## src/rtl/block_packer.sv

```systemverilog
// Word-serial packer: gathers BUS_W-bit words into one Nbits-bit block with per-byte
// validity, applies 0x01 padding to short final blocks and hands the block downstream.
module block_packer #(
    parameter int Nbits = 128,
    parameter int BUS_W = 32
) (
    input  logic                          clk,
    input  logic                          rst_n,
    input  logic                          ctrl_pad_en,
    input  logic [BUS_W-1:0]              in_data,
    input  logic [$clog2(BUS_W/8):0]      in_nbytes,
    input  logic                          in_last,
    input  logic                          in_valid,
    output logic                          in_ready,
    output logic [Nbits-1:0]              out_block,
    output logic [Nbits/8-1:0]            out_block_validity,
    output logic                          out_last,
    output logic                          out_padded,
    output logic                          out_valid,
    input  logic                          out_ready
);

    localparam int NWORDS = Nbits / BUS_W;
    localparam int NLANES = BUS_W / 8;
    localparam int NBYTES = Nbits / 8;
    localparam int NB_W   = $clog2(NLANES) + 1;
    localparam int CNT_W  = (NWORDS > 1) ? $clog2(NWORDS) : 1;
    localparam int P_W    = $clog2(NBYTES + 1);

    typedef enum logic [0:0] {FILL, FULL} state_t;

    state_t             state;
    logic [CNT_W-1:0]   word_cnt;
    logic [NB_W-1:0]    lanes;
    logic [NLANES-1:0]  lane_ok;
    logic [BUS_W-1:0]   word_masked;
    logic [P_W-1:0]     pos;
    logic               pad_hit;
    logic               closing;
    logic [Nbits-1:0]   blk_next;
    logic [NBYTES-1:0]  val_next;

    assign in_ready  = (state == FILL);
    assign out_valid = (state == FULL);

    // Next block image for an accepted word: masked word in its slot, plus the pad byte
    // placed at the first unused byte position when the message ends short.
    always_comb begin
        lanes = in_nbytes;
        if (!in_last || (in_nbytes > NB_W'(NLANES)))
            lanes = NB_W'(NLANES);

        lane_ok     = '0;
        word_masked = '0;
        for (int unsigned j = 0; j < NLANES; j++) begin
            lane_ok[j] = (NB_W'(j) < lanes);
            word_masked[8*j +: 8] = lane_ok[j] ? in_data[8*j +: 8] : 8'h00;
        end

        pos     = P_W'(word_cnt) * P_W'(NLANES) + P_W'(lanes);
        pad_hit = in_last && (pos < P_W'(NBYTES));
        closing = in_last || (word_cnt == CNT_W'(NWORDS - 1));

        blk_next = out_block;
        val_next = out_block_validity;
        for (int unsigned w = 0; w < NWORDS; w++) begin
            if (CNT_W'(w) == word_cnt) begin
                blk_next[BUS_W*w +: BUS_W]  = word_masked;
                val_next[NLANES*w +: NLANES] = lane_ok;
            end
        end

        if (pad_hit && ctrl_pad_en) begin
            for (int unsigned i = 0; i < NBYTES; i++) begin
                if (P_W'(i) == pos)
                    blk_next[8*i +: 8] = 8'h01;
            end
        end
    end

    always_ff @(posedge clk or negedge rst_n) begin
        if (!rst_n) begin
            state              <= FILL;
            word_cnt           <= '0;
            out_block          <= '0;
            out_block_validity <= '0;
            out_last           <= 1'b0;
            out_padded         <= 1'b0;
        end else begin
            case (state)
                FILL: begin
                    if (in_valid) begin
                        out_block          <= blk_next;
                        out_block_validity <= val_next;
                        if (closing) begin
                            state      <= FULL;
                            word_cnt   <= '0;
                            out_last   <= in_last;
                            out_padded <= pad_hit;
                        end else begin
                            word_cnt <= word_cnt + 1'b1;
                        end
                    end
                end
                FULL: begin
                    if (out_ready) begin
                        state              <= FILL;
                        out_block          <= '0;
                        out_block_validity <= '0;
                        out_last           <= 1'b0;
                        out_padded         <= 1'b0;
                    end
                end
                default: state <= FILL;
            endcase
        end
    end

endmodule

```

## config.mk

```make
export PLATFORM = sky130hd
export DESIGN_NAME = block_packer
export DESIGN_NICKNAME = d
export VERILOG_FILES = /design/src/rtl/block_packer.sv
export SDC_FILE = /design/constraint.sdc
export NUM_CORES = 1
export LEC_CHECK = 0
export CORE_ASPECT_RATIO = 0.6
export CORE_MARGIN = 5
export CORE_UTILIZATION = 50
export DETAILED_ROUTE_END_ITERATION = 8
export HOLD_SLACK_MARGIN = 0.08
export PLACE_DENSITY = 0.93
export REMOVE_ABC_BUFFERS = 1
export SLEW_MARGIN = 20
export SYNTH_ARGS = -nofsm -noshare
export SYNTH_HDL_FRONTEND = slang
export SYNTH_SLANG_ARGS = --single-unit
```

## constraint.sdc

```tcl
create_clock -name clk -period 4.84 [get_ports clk]
set_input_delay 0.726 -clock clk [delete_from_list [all_inputs] [get_ports clk]]
set_output_delay 0.726 -clock clk [all_outputs]
set_load 0.03 [all_outputs]
```

After elaboration in Yosys (flattened, before gate mapping)
Cells that the tools add are included.

word-level totals
  register bits after elaboration = 149
  bits of input ports = 41
  output and inout port bits = 148
  logic and storage cells = 106

cells by class
  add/sub/neg operators = 2
  order comparisons = 6
  eq/ne operators = 26
  mux-type cells = 48
  bitwise gates (word level) = 1
  reductions and logical operators = 14

operators with widths
  cell                                                                 number
  128-bit two-way mux                                                  3
  128-bit case mux with 2 select lines                                 1
  8-bit two-way mux                                                    20
  32-bit two-way mux                                                   4
  4-bit by 5-bit == test with 1-bit output, first input constant       8
  16-bit two-way mux                                                   2
  16-bit case mux with 2 select lines                                  1
  3-bit by 5-bit == test with 1-bit output, first input constant       4
  4-bit two-way mux                                                    4
  3-bit AND reduction                                                  5
  2-bit by 5-bit == test with 1-bit output, first input constant       2
  2-bit by 1-bit != test with 1-bit output, second input constant      5
  1-bit two-way mux                                                    8
  1-bit by 3-bit < comparator with 1-bit output, first input constant  2
  2-bit by 3-bit < comparator with 1-bit output, first input constant  2
  1-bit case mux with 2 select lines                                   3
  4-bit by 3-bit adder with 5-bit output                               1
  1-bit by 5-bit == test with 1-bit output, first input constant       1
  5-bit zero test                                                      1
  5-bit < comparator, second input constant                            1
  2-bit == test, first input constant                                  2
  2-bit != test, second input constant                                 2
  2-bit AND reduction                                                  2
  3-bit > comparator, second input constant                            1
  10 further kinds                                                     12

Logic depth before layout (Yosys ltp)
  depth after elaboration = 10
  depth in mapped cells = 10
  gate-level depth less buffers = 8

Worst setup path before layout
OpenSTA, ideal clock, no wires.

  path type = input -> register
  from = input in_nbytes[2]
  to = register out_block[71]
  setup time = 122 ps
  arrival = 2585 ps
  path slack = 2133 ps
  cell stages on the path = 10
  path buffers = 2
  cells stage by stage = and2b_1 -> inv_2 -> ha_1 -> ha_1 -> clkbuf_1 -> nand2b_1 -> nor3_1 -> or2_2 -> buf_2 -> o2bb2ai_1

between the ends
  word-level cells in the longest chain between the ends = 10

ends and longest elaborated chain
  item                                                                                                     RTL line  RTL
  start: declaration                                                                                       11        input logic [$clog2(BUS_W/8):0] in_nbytes,
  3-bit > comparator                                                                                       50        if (!in_last || (in_nbytes > NB_W'(NLANES)))
  1-bit logical OR                                                                                         50
  3-bit two-way mux *                                                                                      50
  4-bit by 3-bit adder with 5-bit output or 1-bit by 3-bit < comparator with 1-bit output (tied branches)  60, 56
  5-bit < comparator or 8-bit two-way mux (tied branches)                                                  61, 57
  1-bit logical AND or 32-bit two-way mux (tied branches)                                                  61, 67
  1-bit logical AND or 8-bit two-way mux (tied branches)                                                   73, 75
  128-bit two-way mux *                                                                                    73        if (pad_hit && ctrl_pad_en) begin
  128-bit two-way mux *                                                                                    92        if (in_valid) begin
  128-bit case mux with 2 select lines *                                                                   90        case (state)
  end signal: assignment                                                                                   93        out_block <= blk_next;
  end: declaration                                                                                         15        output logic [Nbits-1:0] out_block,

Every way passes the cells marked *; elsewhere a longest branch is shown, timed or not. The select of a mux whose other input is x is not followed.
A chain may end at the register's enable or synchronous reset.

Final worst setup path
  from = input in_last
  to = register out_block[10]

between the ends
  word-level cells in the longest chain between the ends = 10

ends and longest elaborated chain
  item                                                                                                     RTL line  RTL
  start: declaration                                                                                       12        input logic in_last,
  1-bit zero test                                                                                          50
  1-bit logical OR                                                                                         50
  3-bit two-way mux                                                                                        50
  4-bit by 3-bit adder with 5-bit output or 1-bit by 3-bit < comparator with 1-bit output (tied branches)  60, 56
  5-bit < comparator or 8-bit two-way mux (tied branches)                                                  61, 57
  1-bit logical AND or 32-bit two-way mux (tied branches)                                                  61, 67
  1-bit logical AND or 8-bit two-way mux (tied branches)                                                   73, 75
  128-bit two-way mux *                                                                                    73
  128-bit two-way mux *                                                                                    92
  128-bit case mux with 2 select lines *                                                                   90

Marks and branches as above.

==> results.toml <==
[status]
run_status = "complete, no violations"

[placement]
dp_hpwl_um = 14000
placed_cells = 821
dpl_cell_area_mm2 = 0.00803
port_buffers = 188
gp_congestion = 0.967
post-place-ws_ns = 1.05

[layout]
instances_no_fill = 853
nNetsFinal = 722
antenna_cells = 0
stdcell_area_mm2 = 0.00859
area_delta_synth_final_pct = 42.9
drive_gt1_share_pct = 6.54
post-route-util_pct = 72.1

[timing]
fin_skew_ns = 0.00753
max_slew.worst_pin.slew_ns = 1.08
hold_slack_ns = 0.404
setup_viol = 0
slew-limit-headroom_pct = 28.2
fin_crit_sh_pct = 70.7
fin_setup_tns_ns = 0
timing.final.ws_setup_ns = 1.42
max_freq_ghz = 0.292
fin_crit_ns = 3.42
final_hold_viol_count = 0
rsz0062_at_grt = "no"
maxSlewViolCount = 0

[clock_tree]
htree_levels = 4
cts_root_buf = "clkbuf_16"
cts_buffer_depth = 2
clock-sinks = 149
cts_resized = 0
cts_tree = "done"
cts_setup_buffers = 0
clk_latency_ns = 0.42
cts_hold_buf = 0
clkSlewWorstSetupHoldPaths_ns = 0.07
cts_buffers = 17

[synth]
synth_xor_xnor_area_share_pct = 0
ys_top_cells_by_area = "dfrtp_1 62%, a22o_1 13%, o2bb2ai_1 3.1%, nand2_1 2.1%, nor3_1 1.4%"
synth-main-ff-cell = "dfrtp_1"
synth_seq_area_share_pct = 62.1
netlist_area_mm2 = 0.00601
synthSimpleGateAreaFrac_pct = 10.1
yosysWarnings = 0
synth_edf_count = 0
ys_types = 49
yosys_register_bits = 149
synth_top_family_by_area = "compound AO/OA/AOI/OAI gates"
synthTopCellsByCount = "149 x dfrtp_1, 91 x a22o_1, 34 x nand2_1"
synth_top_area_cell = "dfrtp_1"
syn-instance-count = 487
synth_mux_area_share_pct = 0
yosysMostFrequentCell = "dfrtp_1"
synthAdderAreaFrac_pct = 1.25
postSynthAreaPerCell_um2 = 12.3
synth-async-reset-ratio_pct = 100
synth_compound_area_share_pct = 24.6
yosys.area.top_type_share_pct = 62.1

[drt]
ant_nets = 0
post-route-drc-count = 0
via_per_inst = 6.19
drt_iter0_markers = 519
routedWlPerCell_um = 23.5
top_layer = "met4"
num_vias = 5284
wl_met2_um = 8620
dr.pass1.iters = 5
met3WireLength_um = 2370
drt-met1-wl_um = 8660
wirelength_um = 20000

[global_routing]
grt_pass1_wl_um = 30900
grt_max_degree = 114
grt_pass1_vias = 5387
grt_antenna_before_repair = 0
grtUsageTotal_pct = 28.5
grt_overflow = 0

[pwr]
combPwrFrac_pct = 39.9
p_int_mw = 3.03
p_seq_share_pct = 35.2
p_leak_nw = 3.82
sw_frac_of_total_pct = 39.9
cellPowerDensity_mw_per_mm2 = 587
power_switching_mw = 2.01
ir_drop_v = 0.000418
finalPower_mw = 5.04
clockPowerShare_pct = 24.9

[critical_path]
start_kind = "input port"
path_delay_family = "simple AND/OR/NAND/NOR gates"
critPathSlowestCell = "clkdlybuf4s50_1"
worst-path-buf-inv = 2
crit_path_end_kind = "flop"
critPathMaxFanout = 10
critPathMostFrequentCell = "ha_1"
cp_slowest_stage_delay_ns = 0.63
cp_data_arrival_time_ns = 3.73
worstPathCellList = "clkdlybuf4s50_1 > and2b_1 > inv_2 > ha_1 > ha_1 > nand2b_1 > nor4_1 > o21ai_1 > a22o_1"
worstPathRequired_ns = 5.15
crit_type = "input port to flop"

[floorplanning]
die_w_um = 152
start_util_pct = 50.4
core_area_mm2 = 0.0119
dieArea_mm2 = 0.0144
pin_count = 189
die_h_um = 94.9
rows = 31

[flow_run]
maxCapViolCount = 0

[min_path]
hp-class = "input port to asynchronous set/reset pin"
[layer usage]
layer | vias up | global-route usage, %
met5 | - | 0
met4 | 0 | 8.82
met3 | 37 | 10.1
met2 | 344 | 40.8
met1 | 2642 | 40.8
li1 | 2261 | -
[power by group through the flow]
stage               registers, mW  logic [mW]  clock network (mW)
floorplan                    2.32       0.512                   0
global placement             1.77        1.96                   0
detailed placement           1.77        2.00                   0
CTS                          1.76        2.01                1.27
global route                 1.80        2.11                1.33
finish                       1.77        2.01                1.26
[layout make-up]
class | instances | area, um2
sequential | 149 | 3730
fill | 821 | 3320
multi-input combinational | 311 | 2160
timing repair buffer | 192 | 1920
clock buffer | 18 | 439
tap | 165 | 206
clock inverter | 14 | 120
inverter | 4 | 15.0
[placed cells by master, fill, tap and decap left out, types with 11 or more instances in the layout]
cell type / n
clkdlybuf4s50_1: 187
nand3_1: 12
nor2_1: 12
dfrtp_1: 149
nor3_1: 17
a22o_1: 91
clkbuf_16: 17
o21ai_1: 16
nand2_1: 34
a21oi_1: 13
o2bb2ai_1: 21
o21ai_0: 11
[worst paths after layout]
kind                                               startpoint                            endpoint  slack [ns]  cells past startpoint
setup / recovery                                      in_last           out_block[10]$_DFFE_PN0P_        1.42                      9
hold / removal                                          rst_n           out_block[30]$_DFFE_PN0P_        0.40                      1
setup reg to reg                      word_cnt[0]$_DFFE_PN0P_           out_block[21]$_DFFE_PN0P_        2.09                      5
hold reg to reg            out_block_validity[11]$_DFFE_PN0P_  out_block_validity[11]$_DFFE_PN0P_        0.48                      1
max in group asynchronous                               rst_n           out_block[98]$_DFFE_PN0P_        3.43                      2
min in group clk           out_block_validity[11]$_DFFE_PN0P_  out_block_validity[11]$_DFFE_PN0P_        0.48                      1
[cell families after synthesis]
| kind of cell | after synthesis |
|---|---|
| fa+ha+maj | 6 |
| compound gates | 190 |
| simple gates | 115 |
| buf+inv | 27 |
| flops | 149 |
[registers in the layout, summed over array words and instances, names as in the netlist]
signal / cells
word_cnt: 2
out_padded: 1
out_valid: 1
out_block_validity: 16
out_last: 1
out_block: 128
[worst register-to-register path: cells and delay by family, from the launching register on]
kind            cells  cell delay (ns)
compound gates      2             1.19
buf+inv             1             0.13
simple gates        1             0.49
flops               1             0.42
fa+ha+maj           1             0.44
No activity file was read; power rests on OpenSTA's default activity.
